$ cat config.mk
export PLATFORM = sky130hd
export DESIGN_NAME = mux_share_arbiter
export DESIGN_NICKNAME = d
export VERILOG_FILES = /design/src/rtl/mux_share_pkg.sv /design/src/rtl/rr_pick.sv /design/src/rtl/mux_share_arbiter.sv
export SDC_FILE = /design/constraint.sdc
export NUM_CORES = 1
export LEC_CHECK = 0
export ABC_AREA = 1
export BUFFER_PORTS_ARGS = -buffer_cell sky130_fd_sc_hd__buf_2
export CORE_MARGIN = 2
export CORE_UTILIZATION = 40
export CTS_CLUSTER_SIZE = 24
export DETAILED_ROUTE_END_ITERATION = 12
export PLACE_DENSITY = 0.74
export SLEW_MARGIN = 20
export SYNTH_ARGS = -nofsm -noshare
export SYNTH_HDL_FRONTEND = slang
export SYNTH_SLANG_ARGS = --single-unit
$ cat constraint.sdc
create_clock -name clk -period 1.5 [get_ports clk]
set_input_delay 0.15 -clock clk [delete_from_list [all_inputs] [get_ports clk]]
set_output_delay 0.15 -clock clk [all_outputs]
set_load 0.02 [all_outputs]
$ cat src/rtl/mux_share_pkg.sv
// rtl/mux_share_pkg.sv - shared constants and helpers for mux-sharing arbiters
package mux_share_pkg;

    localparam logic ARB_FIXED = 1'b0;
    localparam logic ARB_RR    = 1'b1;

    // Largest requester count a sharing block may use; helpers are sized for it.
    localparam int MAX_N = 16;
    localparam int IDX_W = 4;

    function automatic logic [IDX_W-1:0] onehot_to_idx(input logic [MAX_N-1:0] oh);
        logic [IDX_W-1:0] r_idx;
        r_idx = '0;
        for (int i = 0; i < MAX_N; i++) begin
            if (oh[i]) begin
                r_idx = r_idx | IDX_W'(i);
            end
        end
        return r_idx;
    endfunction

endpackage

$ cat src/rtl/rr_pick.sv
// rtl/rr_pick.sv - combinational rotating-priority picker
module rr_pick
    import mux_share_pkg::*;
#(
    parameter int N     = 4,
    parameter int SEL_W = $clog2(N)
) (
    input  logic [N-1:0]     req,
    input  logic [SEL_W-1:0] ptr,
    input  logic             rr_en,
    output logic             any,
    output logic [SEL_W-1:0] idx
);

    logic [N-1:0]     w_hi;
    logic [N-1:0]     w_masked;
    logic [N-1:0]     w_src;
    logic [N-1:0]     w_oh;
    logic [MAX_N-1:0] w_oh_wide;

    // Requests at or above ptr win first; if none, the lowest request wraps around.
    always_comb begin
        w_hi = '0;
        for (int i = 0; i < N; i++) begin
            if (SEL_W'(i) >= ptr) begin
                w_hi[i] = 1'b1;
            end
        end
        w_masked  = (rr_en == ARB_RR) ? (req & w_hi) : '0;
        w_src     = (|w_masked) ? w_masked : req;
        w_oh      = w_src & (~w_src + N'(1));
        w_oh_wide = '0;
        w_oh_wide[N-1:0] = w_oh;
        idx = SEL_W'(onehot_to_idx(w_oh_wide));
        any = |req;
    end

endmodule

$ cat src/rtl/mux_share_arbiter.sv
// rtl/mux_share_arbiter.sv - round-robin arbiter steering a shared N:1 data mux
module mux_share_arbiter
    import mux_share_pkg::*;
#(
    parameter int N     = 4,
    parameter int W     = 8,
    parameter int SEL_W = $clog2(N)
) (
    input  logic             clk,
    input  logic             rst,
    input  logic [N-1:0]     in_valid,
    input  logic [N*W-1:0]   in_data,
    output logic [N-1:0]     in_ready,
    input  logic             rr_en,
    output logic             out_valid,
    input  logic             out_ready,
    output logic [W-1:0]     out_data,
    output logic [SEL_W-1:0] out_sel
);

    logic [SEL_W-1:0] r_ptr;
    logic             r_out_valid;
    logic [W-1:0]     r_out_data;
    logic [SEL_W-1:0] r_out_sel;

    logic             w_any;
    logic [SEL_W-1:0] w_idx;
    logic             w_load;
    logic [W-1:0]     w_data;

    rr_pick #(
        .N     (N),
        .SEL_W (SEL_W)
    ) u_pick (
        .req   (in_valid),
        .ptr   (r_ptr),
        .rr_en (rr_en),
        .any   (w_any),
        .idx   (w_idx)
    );

    // Loading while FULL is allowed only when the consumer drains in the same edge.
    assign w_load   = !rst && w_any && (!r_out_valid || out_ready);
    assign in_ready = w_load ? (N'(1) << w_idx) : '0;
    assign w_data   = in_data[int'(w_idx)*W +: W];

    always_ff @(posedge clk) begin
        if (rst) begin
            r_ptr       <= '0;
            r_out_valid <= 1'b0;
            r_out_data  <= '0;
            r_out_sel   <= '0;
        end else if (w_load) begin
            r_ptr       <= (w_idx == SEL_W'(N-1)) ? '0 : w_idx + 1'b1;
            r_out_valid <= 1'b1;
            r_out_data  <= w_data;
            r_out_sel   <= w_idx;
        end else if (out_ready) begin
            r_out_valid <= 1'b0;
        end
    end

    assign out_valid = r_out_valid;
    assign out_data  = r_out_data;
    assign out_sel   = r_out_sel;

endmodule
# After elaboration in Yosys (flattened, before gate mapping)
# Cells that the tools add are included.
# totals
out_inout_bits	15
register_bits	13
# op_classes
n_lt_le_gt_ge	4
shifts	2
bitwise_logic	3
eq_ne	1
mux	13
reduce_logical	8
n_addsub	2
# ops
operator	count
32-bit by 6-bit variable part select with 8-bit output	1
4-bit two-way mux	3
4-bit bitwise AND	2
4-bit OR reduction	2
1-bit two-way mux	7
2-bit two-way mux	3
4-bit by 1-bit adder with 4-bit output (second input constant)	1
1-bit by 2-bit >= comparator with 1-bit output (first input constant)	2
2-bit >= comparator (first input constant)	2
4-bit NOT	1
1-bit by 2-bit << shifter with 4-bit output (first input constant)	1
2-bit by 1-bit adder with 2-bit output (second input constant)	1
2-bit equality test (second input constant)	1
1-bit logical AND	2
1-bit logical NOT	2
2-bit nonzero test	1
1-bit logical OR	1

# Depth between registers and ports, before layout
# Gate-level depths: netlist of run 1.
# depth
depth_word	14
ltp_mapped	14

# By module
# Synthesis of run 1 repeated with hierarchy kept, for this count alone.
# unflattened
hier_cells	187
area_unflattened_um2	1038.5
# by_module_without_submodules
module	cells_each	seq_area_each_um2	area_per_inst_um2	n_inst
mux_share_arbiter	161	260.2	919.6	1
rr_pick	26	0.0	118.9	1

# Least setup slack after synthesis of run 1
# OpenSTA, ideal clock, no wires.
# synth_timing
path_type	register to output
from	register r_ptr[1]
to	output port in_ready[1]
path_buffers	1
path_slack_ns	-0.244
arrival_ns	1.594
stages_incl_launch_ff	13
required_time_ns	1.350
cell_sequence	dfxtp_1 > nand2_2 > a21oi_2 > nand2_2 > nand2_2 > nand2_4 > nand2_4 > nand2_4 > inv_4 > buf_12 > ha_1 > inv_1 > nor2_1
# synth_via
elab_chain_len	14
# synth_lines
element	line_no	source
start, declared	mux_share_arbiter.sv:21	logic [SEL_W-1:0] r_ptr;
start signal, assigned	mux_share_arbiter.sv:54	r_ptr <= (w_idx == SEL_W'(N-1)) ? '0 : w_idx + 1'b1;
1-bit by 2-bit >= comparator with 1-bit output or 2-bit >= comparator (tied branches)	rr_pick.sv:25	if (SEL_W'(i) >= ptr) begin
1-bit two-way mux	rr_pick.sv:25	
4-bit bitwise AND *	rr_pick.sv:29	w_masked = (rr_en == ARB_RR) ? (req & w_hi) : '0;
4-bit two-way mux *	rr_pick.sv:29	
4-bit OR reduction	rr_pick.sv:30	w_src = (|w_masked) ? w_masked : req;
4-bit two-way mux *	rr_pick.sv:30	
4-bit NOT	rr_pick.sv:31	w_oh = w_src & (~w_src + N'(1));
4-bit by 1-bit adder with 4-bit output	rr_pick.sv:31	
4-bit bitwise AND *	rr_pick.sv:31	
1-bit two-way mux	mux_share_pkg.sv:15	if (oh[i]) begin
2-bit two-way mux	mux_share_pkg.sv:15	
2-bit two-way mux *	mux_share_pkg.sv:15	
via u_pick.idx[0]	rr_pick.sv:12	output logic [SEL_W-1:0] idx
1-bit by 2-bit << shifter with 4-bit output *	mux_share_arbiter.sv:44	assign in_ready = w_load ? (N'(1) << w_idx) : '0;
4-bit two-way mux *	mux_share_arbiter.sv:44	
end, declared	mux_share_arbiter.sv:13	output logic [N-1:0] in_ready,
# The timed path passes the listed nets; every way through them passes the cells marked *.

# Final worst setup path of run 1
# layout_timing
from	register r_ptr[1]
to	output port in_ready[0]
# layout_via
elab_chain_len	14
# layout_lines
element	line_no
1-bit by 2-bit >= comparator with 1-bit output or 2-bit >= comparator (tied branches)	rr_pick.sv:25
1-bit two-way mux	rr_pick.sv:25
4-bit bitwise AND *	rr_pick.sv:29
4-bit two-way mux *	rr_pick.sv:29
4-bit OR reduction	rr_pick.sv:30
4-bit two-way mux *	rr_pick.sv:30
4-bit NOT	rr_pick.sv:31
4-bit by 1-bit adder with 4-bit output	rr_pick.sv:31
4-bit bitwise AND *	rr_pick.sv:31
1-bit two-way mux	mux_share_pkg.sv:15
2-bit two-way mux	mux_share_pkg.sv:15
2-bit two-way mux *	mux_share_pkg.sv:15
1-bit by 2-bit << shifter with 4-bit output *	mux_share_arbiter.sv:44
4-bit two-way mux *	mux_share_arbiter.sv:44
# Every way passes the cells marked *; elsewhere a longest branch is shown, timed or not.

==> run metrics, run 1 <==
clk buf depth 2; H-tree depth 1; Final Wtd Congestion 0.790; core area 0.00254 mm2; Fmax achieved 0.533 GHz; synthesis-stage register bit count 13; register area share after synthesis 23.7%; DIE HEIGHT 56.3 um; final worst path period share 125%; Critical Path End Type primary output; CP startpoint kind register; syn nets 206; CP Class register to primary output; placed cell count 258; final setup fails 14; CP required 1.35 ns; leakage power 0.938 nW; grt ovf 0; mapped cell area 0.00110 mm2; Syn Inst Count 162; Layout Nets 284; clock period minus final worst setup slack 1.88 ns; outcome finished with violations; final wirelength 2800 um; crit-path max FO 4; drt wl/cell 10.4 um; failing checks negative setup slack; Detail Placement HPWL 2180 um; CTS root buf clkbuf_4; area of the multi-input gates 779 um2; DR vias 1241; first-pass GRT wire length 4620 um; RSZ-0062 raised after global routing true; Tot GR Track Use 17.8%; area leader, netlist dfxtp_1; CTS clk-pin slew, worst paths 0.07 ns; Rows 18; Peak supply drop 0.873 mV; port bufs 54; Die X 56.3 um; # fillers 247; Final Slew Violations 0; power per cell area 864 mW/mm2; clock sink count 13; DIE AREA 0.00317 mm2; Worst Tran Pin Value 0.381 ns; hold crit path type input pin to register; Setup TNS -3.24 ns; Initial Util 43.1%; DRC viols 0; Num CTS Buffers 3; initial antenna violation count 0; I/O pins 55; Syn Area/Cell 6.77 um2; setup ws final -0.376 ns; Worst Path Arrival 1.73 ns; drt first pass iters 4; share of cells above drive strength 1 54.8%; Layout Cells excl Fill 269; Max Cap Violations 0; vias in the first global route 1117; Area Growth Syn to Fin 58.2%; Worst slew margin 74.4%; Synth top area share 23.7%; top cells by area, synth dfxtp_1 (24%), nand3_1 (14%), nand2_1 (12%); Post-Route Skew 0.000363 ns; Final Hold Vio Count 0; clk_lat worst skew 0.27 ns; initial DRC count 30; DRT antenna net count 0; Antenna diodes 0; Synth Warn # 0; hold-fix buffers at CTS 0; register area 265 um2; Distinct cells, synth 28; CTS tree built; largest net degree at the start of global routing 13; vias per cell 4.61
## synth_stat cells, drive strengths merged
library cell and n:
nor3 1, o21ai 5, buf 5, nand2 52, nand3 32, ha 4, clkinv 1, a21oi 4
nand3b 4, clkbuf 1, nor2 10, inv 24, or2 5, dfxtp 13, nor4 1
## final cells by class
class,count,area share [%]
tap,30,2.16
timing repair buffer,79,29.9
inverter,25,6.13
sequential,13,15.3
clock buffer,4,1.52
multi-input combinational,118,44.9
## cell families (layout without fill, tap and decap cells)
family	Yosys count	after routing	share of synthesized area (%)
AO/OA/AOI/OAI	9	9	5.14
adder cells (fa/ha/maj)	4	4	4.57
buffers and inverters	31	108	15.5
flip-flops	13	13	23.7
AND/OR/NAND/NOR	105	105	51.0
## where the power goes
group / total (W) / switching [W] / internal, W
logic: 0.000840 / 0.000464 / 0.000376
registers: 0.000453 / 0.0000397 / 0.000413
clock network: 0.000207 / 0.000104 / 0.000103
total: 0.00150 / 0.000607 / 0.000892
## registers in the layout, indices dropped and copies added, names as in the netlist
signal	count
out_valid	1
out_data	8
r_ptr	2
out_sel	2
## cells in the final DEF (no fill, tap or decap), types with 4 or more instances in the layout
| master | Yosys | routed |
|---|---|---|
| nor2_4 | 0 | 5 |
| buf_6 | 3 | 5 |
| buf_4 | 0 | 21 |
| nand2_1 | 35 | 33 |
| buf_2 | 1 | 50 |
| inv_2 | 3 | 6 |
| dfxtp_1 | 13 | 11 |
| inv_1 | 20 | 16 |
| nand3_1 | 31 | 29 |
| nand2_2 | 14 | 15 |
| or2_0 | 4 | 4 |
## stage by stage
| stage | total power, W | hold WS (ns) | utilization (%) | worst slack [ns] | instance area, um2 |
|---|---|---|---|---|---|
| after floorplan | 0.000954 | 0.212 | - | -0.0524 | 1160 |
| after global placement | 0.00119 | 0.339 | 61.3 | -0.118 | 1560 |
| after detailed placement | 0.00119 | 0.339 | 61.3 | -0.165 | 1560 |
| after CTS | 0.00148 | 0.0461 | 66.6 | -0.387 | 1700 |
| after global routing | 0.00162 | 0.0418 | 68.1 | -0.478 | 1730 |
| final | 0.00150 | 0.0563 | 68.1 | -0.376 | 1730 |
## timing repair
item	4_1_cts	5_1_grt
pin swaps	9	4
setup endpoints to repair	14	16
setup buffers	6	3
gates resized for setup	23	3
## worst paths after layout
path | slack [ns] | depth (start not counted) | endpoint | from
hold / removal | 0.06 | 2 | r_ptr[0] | rst
hold reg to reg | 0.48 | 2 | out_data[5] | out_data[5]
setup / recovery | -0.38 | 11 | in_ready[0] | r_ptr[1]
setup reg to reg | -0.27 | 13 | out_data[5] | r_ptr[1]
## worst max-delay path, cell delays in order, from the launching register on
cell     delay, ns
dfxtp_4       0.37
nand2_2       0.08
a21oi_4       0.14
nand2_2       0.08
nand2_2       0.09
nand2_4       0.08
nand2_4       0.10
nand2_8       0.07
ha_1          0.21
inv_2         0.06
nor2_4        0.03
buf_4         0.14
## per-layer routing
| metal | up-vias | share of wire (%) | track usage, % |
|---|---|---|---|
| met3 | 0 | 7.5 | 5.07 |
| met5 | - | 0 | 0 |
| met2 | 47 | 48 | 31.4 |
| met4 | 0 | 0 | 1.02 |
| li1 | 664 | - | - |
| met1 | 530 | 45 | 22.5 |
Power figures use the tool's default switching activity.
==> run 2: changes to the inputs <==
--- a/config.mk
+++ b/config.mk
@@ -6,12 +6,12 @@
 export NUM_CORES = 1
 export LEC_CHECK = 0
 export ABC_AREA = 1
-export BUFFER_PORTS_ARGS = -buffer_cell sky130_fd_sc_hd__buf_2
+export BUFFER_PORTS_ARGS = -buffer_cell sky130_fd_sc_hd__buf_4
 export CORE_MARGIN = 2
 export CORE_UTILIZATION = 40
 export CTS_CLUSTER_SIZE = 24
 export DETAILED_ROUTE_END_ITERATION = 12
-export PLACE_DENSITY = 0.74
+export PLACE_DENSITY = 0.82
 export SLEW_MARGIN = 20
 export SYNTH_ARGS = -nofsm -noshare
 export SYNTH_HDL_FRONTEND = slang
==> run metrics, run 2 (synthesized netlist as in run 1, its figures left out) <==
crit-path max FO 4 (unchanged); largest net degree at the start of global routing 15 (+2); vias per cell 4.80 (+4.0%); CP Class register to primary output; final worst path period share 124% (-0.90 points); CTS tree built; Final Slew Violations 0 (unchanged); CP startpoint kind register; core area 0.00254 mm2 (unchanged); max reg flops 8 (unchanged); vias in the first global route 1182 (+5.8%); Worst Tran Pin Value 0.405 ns (+0.0243 ns); worst reg2reg startpoint r_ptr[0]; Final Hold Vio Count 0 (unchanged); outcome finished with violations; commonest non-fill, non-tap cell in the layout buf_4; cell breakdown of the critical path nor2_4 -> o21ai_2 -> nand2_2 -> o21ai_2 -> inv_2 -> nand3b_4 -> buf_6 -> ha_4 -> inv_2 -> nor2_4 -> buf_6; clk_lat worst skew 0.29 ns (+0.02 ns); crit path max-delay cell type dfxtp_4; port bufs 54 (unchanged); crit path from r_ptr[0]; Max Cap Violations 0 (unchanged); initial DRC count 41 (+37%); first-pass GRT wire length 4810 um (+4.2%); Detail Placement HPWL 2210 um (+1.0%); leakage power 1.00 nW (+7.0%); Num CTS Buffers 3 (unchanged); Rows 18 (unchanged); worst slack at placement -0.140 ns (+0.0254 ns); I/O pins 55 (unchanged); area of the multi-input gates 812 um2 (+4.2%); initial antenna violation count 0 (unchanged); DRC viols 0 (unchanged); register area 268 um2 (+0.94%); # fillers 192 (-22%); Final Wtd Congestion 0.810 (+2.5%); RSZ-0062 raised after global routing true; Peak supply drop 1.01 mV (+15%); share of cells above drive strength 1 60.3% (+5.4 points); DIE AREA 0.00317 mm2 (unchanged); H-tree depth 1 (unchanged); Post-Route Skew 0.00766 ns (+0.00730 ns); final wirelength 3310 um (+18%); Layout Nets 284 (unchanged); failing checks negative setup slack; most frequent cells in the layout buf_4 (65), nand2_1 (27), nand3_1 (25); CTS root buf clkbuf_4; Reg2Reg Depth 15 (+2); Area Growth Syn to Fin 73.6%; CP required 1.35 ns (about the same); drt wl/cell 12.3 um (+18%); Worst Path Arrival 1.71 ns (-0.02 ns); Initial Util 43.1% (unchanged); Worst Setup EP in_ready[1]; Die X 56.3 um (unchanged); clock period minus final worst setup slack 1.86 ns (-0.0135 ns); reg2reg end out_data[1]; Antenna diodes 0 (unchanged); power per cell area 861 mW/mm2 (-0.37%); setup ws final -0.362 ns (+0.0135 ns); hold crit path type input pin to register; Critical Path End Type primary output; DIE HEIGHT 56.3 um (unchanged); DR vias 1291 (+4.0%); Worst slew margin 72.8% (-1.6 points); drt first pass iters 4 (unchanged); clock sink count 13 (unchanged); total power 0.00164 W (+9.3%); CTS clk-pin slew, worst paths 0.07 ns (about the same); Final Hold Slack 0.0273 ns (-0.0290 ns); reg-to-reg setup timing slack -0.27 ns (about the same); DRT antenna net count 0 (unchanged); Tot GR Track Use 18.7% (+0.92 points); Fmax achieved 0.537 GHz (+0.73%); clk buf depth 2 (unchanged); grt ovf 0 (unchanged); CP max stage delay 0.39 ns (+0.02 ns); final setup fails 15 (+1)
run 2: cell types whose count changed in the layout (fill, tap and decap cells not counted), sizes merged:
cell	before	now
inv	24	25
clkinv	1	0
run 2: through the flow:
| step | setup TNS, ns | instances | instance area [um2] | utilization, % |
|---|---|---|---|---|
| 2_1_floorplan | -0.229 | 162 | 1160 | - |
| 3_3_place_gp | -0.459 | 259 | 1690 | 66.4 |
| 3_5_place_dp | -0.865 | 259 | 1690 | 66.4 |
| 4_1_cts | -3.03 | 267 | 1780 | 69.8 |
| 5_1_grt | -4.57 | 269 | 1900 | 74.8 |
| 6_report | -3.04 | 269 | 1900 | 74.8 |
run 2: how the worst min path moves through the flow:
stage	from	end	slack [ns]	cells after the start
after global placement	rst	r_ptr[0]	0.32	2
after global routing	rst	r_ptr[0]	0.02	2
after floorplan	rst	r_ptr[0]	0.21	1
after CTS	rst	r_ptr[0]	0.03	2
after detailed placement	rst	r_ptr[0]	0.33	2
final	rst	r_ptr[0]	0.03	2
run 2: critical path: cells and delay by family, from the launching register on:
kind	cells	cell delay (ns)
flops	1	0.39
compound gates	2	0.28
buf+inv	4	0.33
fa+ha+maj	1	0.12
simple gates	4	0.32
run 2: timing repair:
item	in CTS	in global routing
resized for setup	11	31
hold buffers	0	0
pin swaps	6	14
endpoints found under the hold margin	0	0
setup buffers	5	4
endpoints found under the setup margin	13	16
run 2: per-layer routing:
layer / share of wire, % / track usage [%] / up-vias / routed length, um
met5: 0 / 0 / - / 0
met4: 1.3 / 4.08 / 0 / 44
met3: 6.2 / 4.84 / 6 / 205
met2: 51 / 32.4 / 45 / 1690
met1: 41 / 23.2 / 577 / 1370
li1: - / - / 663 / -
run 2: report_power, final:
group          internal [W]  switching (W)
Clock              0.000104       0.000120
Sequential         0.000413      0.0000475
Combinational      0.000462       0.000494
run 2: cell type report:
class	count	area share, %
sequential	13	14.1
inverter	25	5.33
tap	30	1.97
multi-input combinational	118	42.7
clock buffer	4	1.38
timing repair buffer	79	34.6
